`config.mk`:
```
export PLATFORM = sky130hd
export DESIGN_NAME = id_ex_stage
export DESIGN_NICKNAME = d
export VERILOG_FILES = /design/src/rtl/rv32_pipeline_pkg.sv /design/src/rtl/operand_resolve.sv /design/src/rtl/id_ex_stage.sv
export SDC_FILE = /design/constraint.sdc
export NUM_CORES = 1
export LEC_CHECK = 0
export ABC_AREA = 1
export BUFFER_PORTS_ARGS = -buffer_cell sky130_fd_sc_hd__buf_2
export CORE_MARGIN = 2
export CORE_UTILIZATION = 35
export DETAILED_ROUTE_END_ITERATION = 8
export GPL_TIMING_DRIVEN = 0
export PLACE_DENSITY = 0.68
export SYNTH_ARGS = -nofsm -noshare
export SYNTH_HDL_FRONTEND = slang
export SYNTH_HIERARCHICAL = 1
export SYNTH_SLANG_ARGS = --single-unit
```
`constraint.sdc`:
```
create_clock -name clk -period 2.3 [get_ports clk]
set_clock_uncertainty 0.05 [all_clocks]
set_input_delay 0.46 -clock clk [delete_from_list [all_inputs] [get_ports clk]]
set_output_delay 0.46 -clock clk [all_outputs]
set_load 0.05 [all_outputs]
```
`src/rtl/rv32_pipeline_pkg.sv`:
```
// rtl/rv32_pipeline_pkg.sv - shared rv32 pipeline types for the ID/EX boundary
// Contents: word_t, reg_addr_t, forward_sel_t, FWD_SEL_W, id_ex_payload_t.
package rv32_pipeline_pkg;

    localparam int XLEN         = 32;
    localparam int REG_ADDR_W   = 5;
    localparam int FWD_SEL_W    = 2;
    // Width of the opaque decoded control bundle carried in the payload struct.
    localparam int ID_EX_CTRL_W = 16;

    typedef logic [XLEN-1:0]       word_t;
    typedef logic [REG_ADDR_W-1:0] reg_addr_t;

    typedef enum logic [FWD_SEL_W-1:0] {
        FWD_NONE = 2'd0,
        FWD_MEM  = 2'd1,
        FWD_WB   = 2'd2
    } forward_sel_t;

    typedef struct packed {
        word_t                   pc;
        reg_addr_t               rs1;
        reg_addr_t               rs2;
        reg_addr_t               rd;
        word_t                   imm;
        logic [ID_EX_CTRL_W-1:0] ctrl;
        logic                    regwrite;
        logic                    mem_read;
    } id_ex_payload_t;

endpackage

```
`src/rtl/operand_resolve.sv`:
```
// rtl/operand_resolve.sv - picks one source operand from regfile, forwards or shadow
// Ports: sel_i forward select, rs_i register index, rf_data_i regfile data,
//        mem_data_i/wb_data_i forward sources, shadow_data_i/shadow_valid_i
//        held forward value, operand_o resolved operand.
module operand_resolve
    import rv32_pipeline_pkg::*;
(
    input  forward_sel_t sel_i,
    input  reg_addr_t    rs_i,
    input  word_t        rf_data_i,
    input  word_t        mem_data_i,
    input  word_t        wb_data_i,
    input  word_t        shadow_data_i,
    input  logic         shadow_valid_i,
    output word_t        operand_o
);

    always_comb begin
        operand_o = rf_data_i;
        if (rs_i == '0) begin
            // x0 is hardwired zero whatever the hazard logic says.
            operand_o = '0;
        end else begin
            case (sel_i)
                FWD_MEM: operand_o = mem_data_i;
                FWD_WB:  operand_o = wb_data_i;
                default: begin
                    // A live forward beats the shadow; the shadow beats a stale regfile read.
                    if (shadow_valid_i) begin
                        operand_o = shadow_data_i;
                    end
                end
            endcase
        end
    end

endmodule

```
`src/rtl/id_ex_stage.sv`:
```
// rtl/id_ex_stage.sv - ID->EX pipeline register with operand forwarding and shadows
// Ports: id_* decoded ID instruction and regfile data, forward_rs1/2 selects,
//        mem_fwd_data/wb_fwd_data forward sources, id_ex_stall/id_ex_bubble/flush
//        controls, ex_* registered EX payload, stall_count/bubble_count counters.
module id_ex_stage
    import rv32_pipeline_pkg::*;
#(
    // Must equal ID_EX_CTRL_W: the control bundle travels inside id_ex_payload_t.
    parameter int CTRL_W = ID_EX_CTRL_W,
    parameter int CNT_W  = 32
) (
    input  logic              clk,
    input  logic              rst_n,
    input  logic              id_valid,
    input  word_t             id_pc,
    input  reg_addr_t         id_rs1,
    input  reg_addr_t         id_rs2,
    input  reg_addr_t         id_rd,
    input  word_t             id_rs1_data,
    input  word_t             id_rs2_data,
    input  word_t             id_imm,
    input  logic [CTRL_W-1:0] id_ctrl,
    input  logic              id_regwrite,
    input  logic              id_mem_read,
    input  forward_sel_t      forward_rs1,
    input  forward_sel_t      forward_rs2,
    input  word_t             mem_fwd_data,
    input  word_t             wb_fwd_data,
    input  logic              id_ex_stall,
    input  logic              id_ex_bubble,
    input  logic              flush,
    output logic              ex_valid,
    output word_t             ex_pc,
    output word_t             ex_imm,
    output word_t             ex_op1,
    output word_t             ex_op2,
    output reg_addr_t         ex_rs1,
    output reg_addr_t         ex_rs2,
    output reg_addr_t         ex_rd,
    output logic [CTRL_W-1:0] ex_ctrl,
    output logic              ex_regwrite,
    output logic              ex_mem_read,
    output logic [CNT_W-1:0]  stall_count,
    output logic [CNT_W-1:0]  bubble_count
);

    id_ex_payload_t   pay_q, pay_d, id_pay;
    logic             valid_q, valid_d;
    word_t            op1_q, op1_d, op2_q, op2_d;
    word_t            sh1_q, sh1_d, sh2_q, sh2_d;
    logic             sh1_v_q, sh1_v_d, sh2_v_q, sh2_v_d;
    logic [CNT_W-1:0] stall_cnt_q, stall_cnt_d, bubble_cnt_q, bubble_cnt_d;
    word_t            op1_res, op2_res;
    logic             hold_id;

    operand_resolve u_rs1 (
        .sel_i          (forward_rs1),
        .rs_i           (id_rs1),
        .rf_data_i      (id_rs1_data),
        .mem_data_i     (mem_fwd_data),
        .wb_data_i      (wb_fwd_data),
        .shadow_data_i  (sh1_q),
        .shadow_valid_i (sh1_v_q),
        .operand_o      (op1_res)
    );

    operand_resolve u_rs2 (
        .sel_i          (forward_rs2),
        .rs_i           (id_rs2),
        .rf_data_i      (id_rs2_data),
        .mem_data_i     (mem_fwd_data),
        .wb_data_i      (wb_fwd_data),
        .shadow_data_i  (sh2_q),
        .shadow_valid_i (sh2_v_q),
        .operand_o      (op2_res)
    );

    // ID instruction stays put this cycle, so any forward seen now must be remembered.
    assign hold_id = (id_ex_stall | id_ex_bubble) & ~flush;

    always_comb begin
        id_pay          = '{pc: id_pc, rs1: id_rs1, rs2: id_rs2, rd: id_rd, imm: id_imm,
                            ctrl: id_ctrl, regwrite: id_regwrite, mem_read: id_mem_read};
        pay_d           = pay_q;
        valid_d         = valid_q;
        op1_d           = op1_q;
        op2_d           = op2_q;
        sh1_d           = sh1_q;
        sh2_d           = sh2_q;
        sh1_v_d         = sh1_v_q;
        sh2_v_d         = sh2_v_q;
        stall_cnt_d     = stall_cnt_q;
        bubble_cnt_d    = bubble_cnt_q;

        if (flush || id_ex_bubble) begin
            valid_d        = 1'b0;
            pay_d.regwrite = 1'b0;
            pay_d.mem_read = 1'b0;
            pay_d.ctrl     = '0;
            if (flush) begin
                sh1_v_d = 1'b0;
                sh2_v_d = 1'b0;
            end
        end else if (!id_ex_stall) begin
            pay_d          = id_pay;
            // Side-effect flags never survive into EX without a valid instruction.
            pay_d.regwrite = id_regwrite & id_valid;
            pay_d.mem_read = id_mem_read & id_valid;
            valid_d        = id_valid;
            op1_d          = op1_res;
            op2_d          = op2_res;
            sh1_v_d        = 1'b0;
            sh2_v_d        = 1'b0;
        end

        // Newest producer wins: a later non-NONE select overwrites the shadow.
        if (hold_id) begin
            if (forward_rs1 != FWD_NONE) begin
                sh1_d   = op1_res;
                sh1_v_d = 1'b1;
            end
            if (forward_rs2 != FWD_NONE) begin
                sh2_d   = op2_res;
                sh2_v_d = 1'b1;
            end
        end

        if (id_ex_stall && !id_ex_bubble && !flush && (stall_cnt_q != '1)) begin
            stall_cnt_d = stall_cnt_q + CNT_W'(1);
        end
        if (id_ex_bubble && !flush && (bubble_cnt_q != '1)) begin
            bubble_cnt_d = bubble_cnt_q + CNT_W'(1);
        end
    end

    always_ff @(posedge clk or negedge rst_n) begin
        if (!rst_n) begin
            pay_q        <= '0;
            valid_q      <= 1'b0;
            op1_q        <= '0;
            op2_q        <= '0;
            sh1_q        <= '0;
            sh2_q        <= '0;
            sh1_v_q      <= 1'b0;
            sh2_v_q      <= 1'b0;
            stall_cnt_q  <= '0;
            bubble_cnt_q <= '0;
        end else begin
            pay_q        <= pay_d;
            valid_q      <= valid_d;
            op1_q        <= op1_d;
            op2_q        <= op2_d;
            sh1_q        <= sh1_d;
            sh2_q        <= sh2_d;
            sh1_v_q      <= sh1_v_d;
            sh2_v_q      <= sh2_v_d;
            stall_cnt_q  <= stall_cnt_d;
            bubble_cnt_q <= bubble_cnt_d;
        end
    end

    assign ex_valid     = valid_q;
    assign ex_pc        = pay_q.pc;
    assign ex_imm       = pay_q.imm;
    assign ex_op1       = op1_q;
    assign ex_op2       = op2_q;
    assign ex_rs1       = pay_q.rs1;
    assign ex_rs2       = pay_q.rs2;
    assign ex_rd        = pay_q.rd;
    assign ex_ctrl      = pay_q.ctrl;
    assign ex_regwrite  = pay_q.regwrite;
    assign ex_mem_read  = pay_q.mem_read;
    assign stall_count  = stall_cnt_q;
    assign bubble_count = bubble_cnt_q;

endmodule

```
### After elaboration in Yosys (flattened, before gate mapping)

Cells that the tools add are included.

* flip-flop bits (word level): 292
* input port bits: 235
* output and inout bits: 226
* logic and storage cells: 68

* add/subtract/negate cells: 2
* equal/unequal tests: 7
* mux-type cells: 20
* bitwise logic cells: 7
* reduce and logical (&&, ||, !) cells: 15

Operator list (count)
* $mux 32: 4
* $pmux 32 s2: 2
* $add 32x1->32 const B: 2
* $ne 32x32->1 const B: 2
* $mux 18: 2
* $mux 1: 12
* $logic_not 5->1: 2
* $reduce_and 2->1: 3
* $logic_and 1x1->1: 5
* $eq 2x1->1 const B: 2
* $eq 2x2->1 const B: 2
* $reduce_bool 2->1: 2
* $and 1x1->1: 3
* $not 1->1: 3
* $logic_not 1->1: 2
* $ne 2x1->1 const B: 1
* $logic_or 1x1->1: 1
* $or 1x1->1: 1

### Longest topological paths before layout

* depth after elaboration: 4
* mapped depth: 11
* gate-level depth less buffers: 10

### Cells and area by module

Netlist, hierarchy kept.

Modules (own cells, without submodules)
* id_ex_stage: instances 1, cells an instance 1527, area each 12714.7 um2, sequential area each 7307.0 um2
* operand_resolve: instances 2, cells an instance 353, area each 1667.8 um2, sequential area each 0.0 um2

### Worst setup path after synthesis

Ideal clock, no wire load.

* kind: register -> register
* start point: register bubble_cnt_q[1] (netlist: bubble_count[1])
* end point: register bubble_cnt_q[9] (netlist: bubble_count[9])
* setup time: 0.118 ns
* data arrival time: 1.910 ns
* data required time: 2.132 ns
* path slack: 0.221 ns
* stages on the path, launching flop included: 11
* path buffers: 2
* period minus slack after synthesis: 2.079 ns
* cell sequence: dfrtp_1 -> ha_1 -> nand2_1 -> nor2_4 -> nand2_4 -> nor2_8 -> nand2_2 -> buf_6 -> buf_6 -> a21oi_2 -> nor2_1

* word-level cells in the longest chain between the ends: 2
* elaborated cells on any way between the ends: 3
* those cells by class: add/sub: 1; eq/ne: 1; reduce/logical: 1

RTL lines
* from (decl): line id_ex_stage.sv:52 `logic [CNT_W-1:0] stall_cnt_q, stall_cnt_d, bubble_cnt_q, bubble_cnt_d;`
* from (signal assigned): line id_ex_stage.sv:158 `bubble_cnt_q <= bubble_cnt_d;`
* parallel branches: the longest is 2 deep, another holds $add 32x1->32

Several ways; the timed one is not identified.
A chain may end at the register's enable or synchronous reset.

### Worst setup path after layout

* start point: input port id_ex_stall
* end point: register sh1_q[11]

* word-level cells in the longest chain between the ends: 3

RTL lines
* from (decl): line id_ex_stage.sv:29 `input logic id_ex_stall,`
* $or 1x1->1: line id_ex_stage.sv:79 `assign hold_id = (id_ex_stall | id_ex_bubble) & ~flush;`
* $and 1x1->1: line id_ex_stage.sv:79
* $reduce_and 2->1 (no source line)
* to (signal assigned): line id_ex_stage.sv:142 `sh1_q <= '0;`
* to (signal assigned): line id_ex_stage.sv:153 `sh1_q <= sh1_d;`
* to (decl): line id_ex_stage.sv:50 `word_t sh1_q, sh1_d, sh2_q, sh2_d;`

No other way between the ends.

==> metrics.cfg <==
[outcome]
status=complete, no violations

[synth]
netlist_area_mm2=0.0161
synthFlopType=dfrtp_1
synth_cells=2233
synth.avg_cell_area_um2=7.19
netlist-cell-type-count=34
yosysMostFrequentCell=nand2_1
yosysSeqAreaShare=0.455
synth_area_leaders=dfrtp_1 46%, nand2_1 25%, inv_1 5.8%, o21ai_0 4.1%, a21oi_2 3.3%
synth_top_area_cell=dfrtp_1
yosys_warnings=6
ys_ff_latch=292
async_reset_ff_frac=1.00
syn_nets=2474
yosysTopAreaCellShare=0.455
synth-edff-count=0
yosys-top-cells-count=1054 x nand2_1, 292 x dfrtp_1, 246 x inv_1

[sta]
tightest_slew_ns=0.866
timing_hold_violations_final=0
finalMaxSlewViolations=0
slew_headroom=0.417
finalCritPeriodShare=0.866
clock.fmax_ghz=0.502
whs_ns=0.0593
fin_crit_ns=1.99
setup_viol=0
rsz0062_at_grt=no

[layout]
final_util=0.451
area_delta_synth_final_pct=27.3
finalNonFillerCells=3369
drive_above_1_share=0.256
stdcell_area_mm2=0.0204
nets=2977

[critical_path]
crit_path_start_kind=input pin
endpoint_kind=register
critical_path.max_fanout=10
required_ns=2.64
crit_type=input pin to register
timing.rr.end=stall_count[3]$_DFFE_PN0P_
rr_startpoint=stall_count[1]$_DFFE_PN0P_
cp.arrival_ns=2.34
reg2reg_depth=10
r2r_slack_ns=0.36

[clock_network]
cts_buffers=37
clkTransAtPathRegs_ns=0.06
clk_latency_ns=0.54
htreeDepth=2
cts_tree=done
clkSinkCount=292
post_cts_buffers=0
root_buffer=clkbuf_16
clockBufferDepth=3

[worst_hold_path]
holdPathEnd=ex_pc[27]$_DFFE_PN0P_
min_from=id_pc[27]
hold_path.class=input pin to register
min_path_cells=3

[grt]
antenna_found_initial=10
grt-ovfl-total=0
use_met1=0.297
use_met2=0.362
grt_busiest_layer=met2
grt_pass1_vias=14800
use_met3=0.0482
globalRouteTotalUtil=0.224
grt_max_degree=103
grt_pass1_wl_mm=83.1

[routing]
vias=15800
drt-initial-drc-count=1293
drtPass1Iterations=7
vias_per_cell=4.68
postRouteAntennaNets=0
drc=0
wl_mm=54.2
wl_per_cell_um=16.1

[die]
die_h_um=218
start_util=0.354
pin_count=461
core_mm2=0.0453
die_area_mm2=0.0476
die_w_um=218
rows=78

[pwr]
vdd_drop_max_mv=0.647
cellInternalPower_uw=10500
sequentialPowerShare=0.377
swShare=0.373
powerDensity_mw_per_mm2=823
p_sw_uw=6270
leakagePower_uw=0.0111
power_frac_comb=0.279
clockPowerShare=0.345

[placed_design]
port_buffers=460
dpl.hpwl_mm=41.5
gp_congestion=0.921
placed_area_mm2=0.0192
place_inst=3296

[job]
drv_cap=0

-- layout by cell type, fill, tap and decap left out, drive strengths merged --
| cell type | instances |
|---|---|
| a21oi | 67 |
| a22o | 17 |
| a32o | 2 |
| and2 | 1 |
| buf | 539 |
| bufinv | 2 |
| clkbuf | 79 |
| clkinv | 8 |
| clkinvlp | 3 |
| dfrtp | 292 |
| diode | 6 |
| dlygate4sd3 | 1 |
| ha | 6 |
| inv | 255 |
| nand2 | 1073 |
| nand3 | 102 |
| nand3b | 16 |
| nand4 | 12 |
| nor2 | 125 |
| nor2b | 1 |
| nor3 | 5 |
| o21ai | 135 |
| o21bai | 1 |
| or2 | 2 |
| xnor2 | 12 |
| xor2 | 7 |
-- what timing repair did --
action                                  in CTS  in global routing
hold endpoints to repair                    23                  0
gates resized for setup                      1                  0
endpoints found under the setup margin       1                  0
hold buffers                                 1                  0
-- worst max-delay path by stage --
stage / startpoint / slack (ns) / endpoint
floorplan: bubble_count[1]$_DFFE_PN0P_ / 0.22 / bubble_count[9]$_DFFE_PN0P_
global placement: rst_n / -5.08 / ex_pc[16]$_DFFE_PN0P_
detailed placement: flush / -0.56 / ex_op2[23]$_DFFE_PN0P_
CTS: id_ex_stall / 0.26 / sh1_q[12]$_DFFE_PN0P_
global route: id_ex_stall / 0.03 / sh2_q[11]$_DFFE_PN0P_
finish: id_ex_stall / 0.31 / sh1_q[11]$_DFFE_PN0P_
-- state kept, by name, indices dropped and copies added, names as in the netlist --
name,cells
bubble_count,32
ex_mem_read,1
ex_regwrite,1
ex_rs1,5
ex_rs2,5
sh2_v_q,1
sh2_q,32
ex_imm,32
ex_rd,5
sh1_q,32
ex_pc,32
sh1_v_q,1
ex_op1,32
ex_ctrl,16
stall_count,32
ex_valid,1
ex_op2,32
-- area by class of cell --
type	count	area (um2)
fillers	4679	24900
flip-flops and latches	292	7310
multi-input cells	1584	7060
repair buffers	464	2400
clock buffers	52	1060
inverters	254	953
well taps	600	751
plain buffers	103	736
clock inverters	14	135
diodes	6	15.0
-- power groups by stage --
stage          Sequential [uW]  Combinational (uW)  Clock, uW
6_report                  6330                4680       5790
5_1_grt                   6420                5070       6170
4_1_cts                   6320                4720       5950
3_5_place_dp              6400                4700          0
3_3_place_gp              6390                4640          0
2_1_floorplan             8150                1460          0
-- cells by family (layout without fill, tap and decap cells) --
family                     after synthesis  after routing  synth area share
buffers and inverters                  357            887             0.105
and+or+nand+nor                       1337           1337             0.336
DFF                                    292            292             0.455
AOI/OAI and AO/OA                      222            222            0.0882
adders and majority gates                6              6           0.00468
xor gates and xnor gates                19             19            0.0104
other                                    0              6                 0
-- metal layers --
layer,vias to the layer above,part of all wire
li1,7847,-
met1,7262,0.43
met2,554,0.47
met3,90,0.067
met4,4,0.029
met5,-,0.00033
-- metrics by stage --
stage | total power [uW] | setup TNS [ns] | setup slack [ns]
floorplan | 9610 | 0 | 0.221
global placement | 11000 | -1561.92 | -5.08
detailed placement | 11100 | -72.98 | -0.556
CTS | 17000 | 0 | 0.258
global route | 17700 | 0 | 0.0299
finish | 16800 | 0 | 0.308
-- worst max-delay path, stage by stage --
cell and delay, ns:
buf_2 0.12, o21ai_0 0.68, inv_1 0.15, nand2_1 0.36, clkbuf_1 0.40, o21ai_0 0.15
No activity file was read; power rests on OpenSTA's default activity.
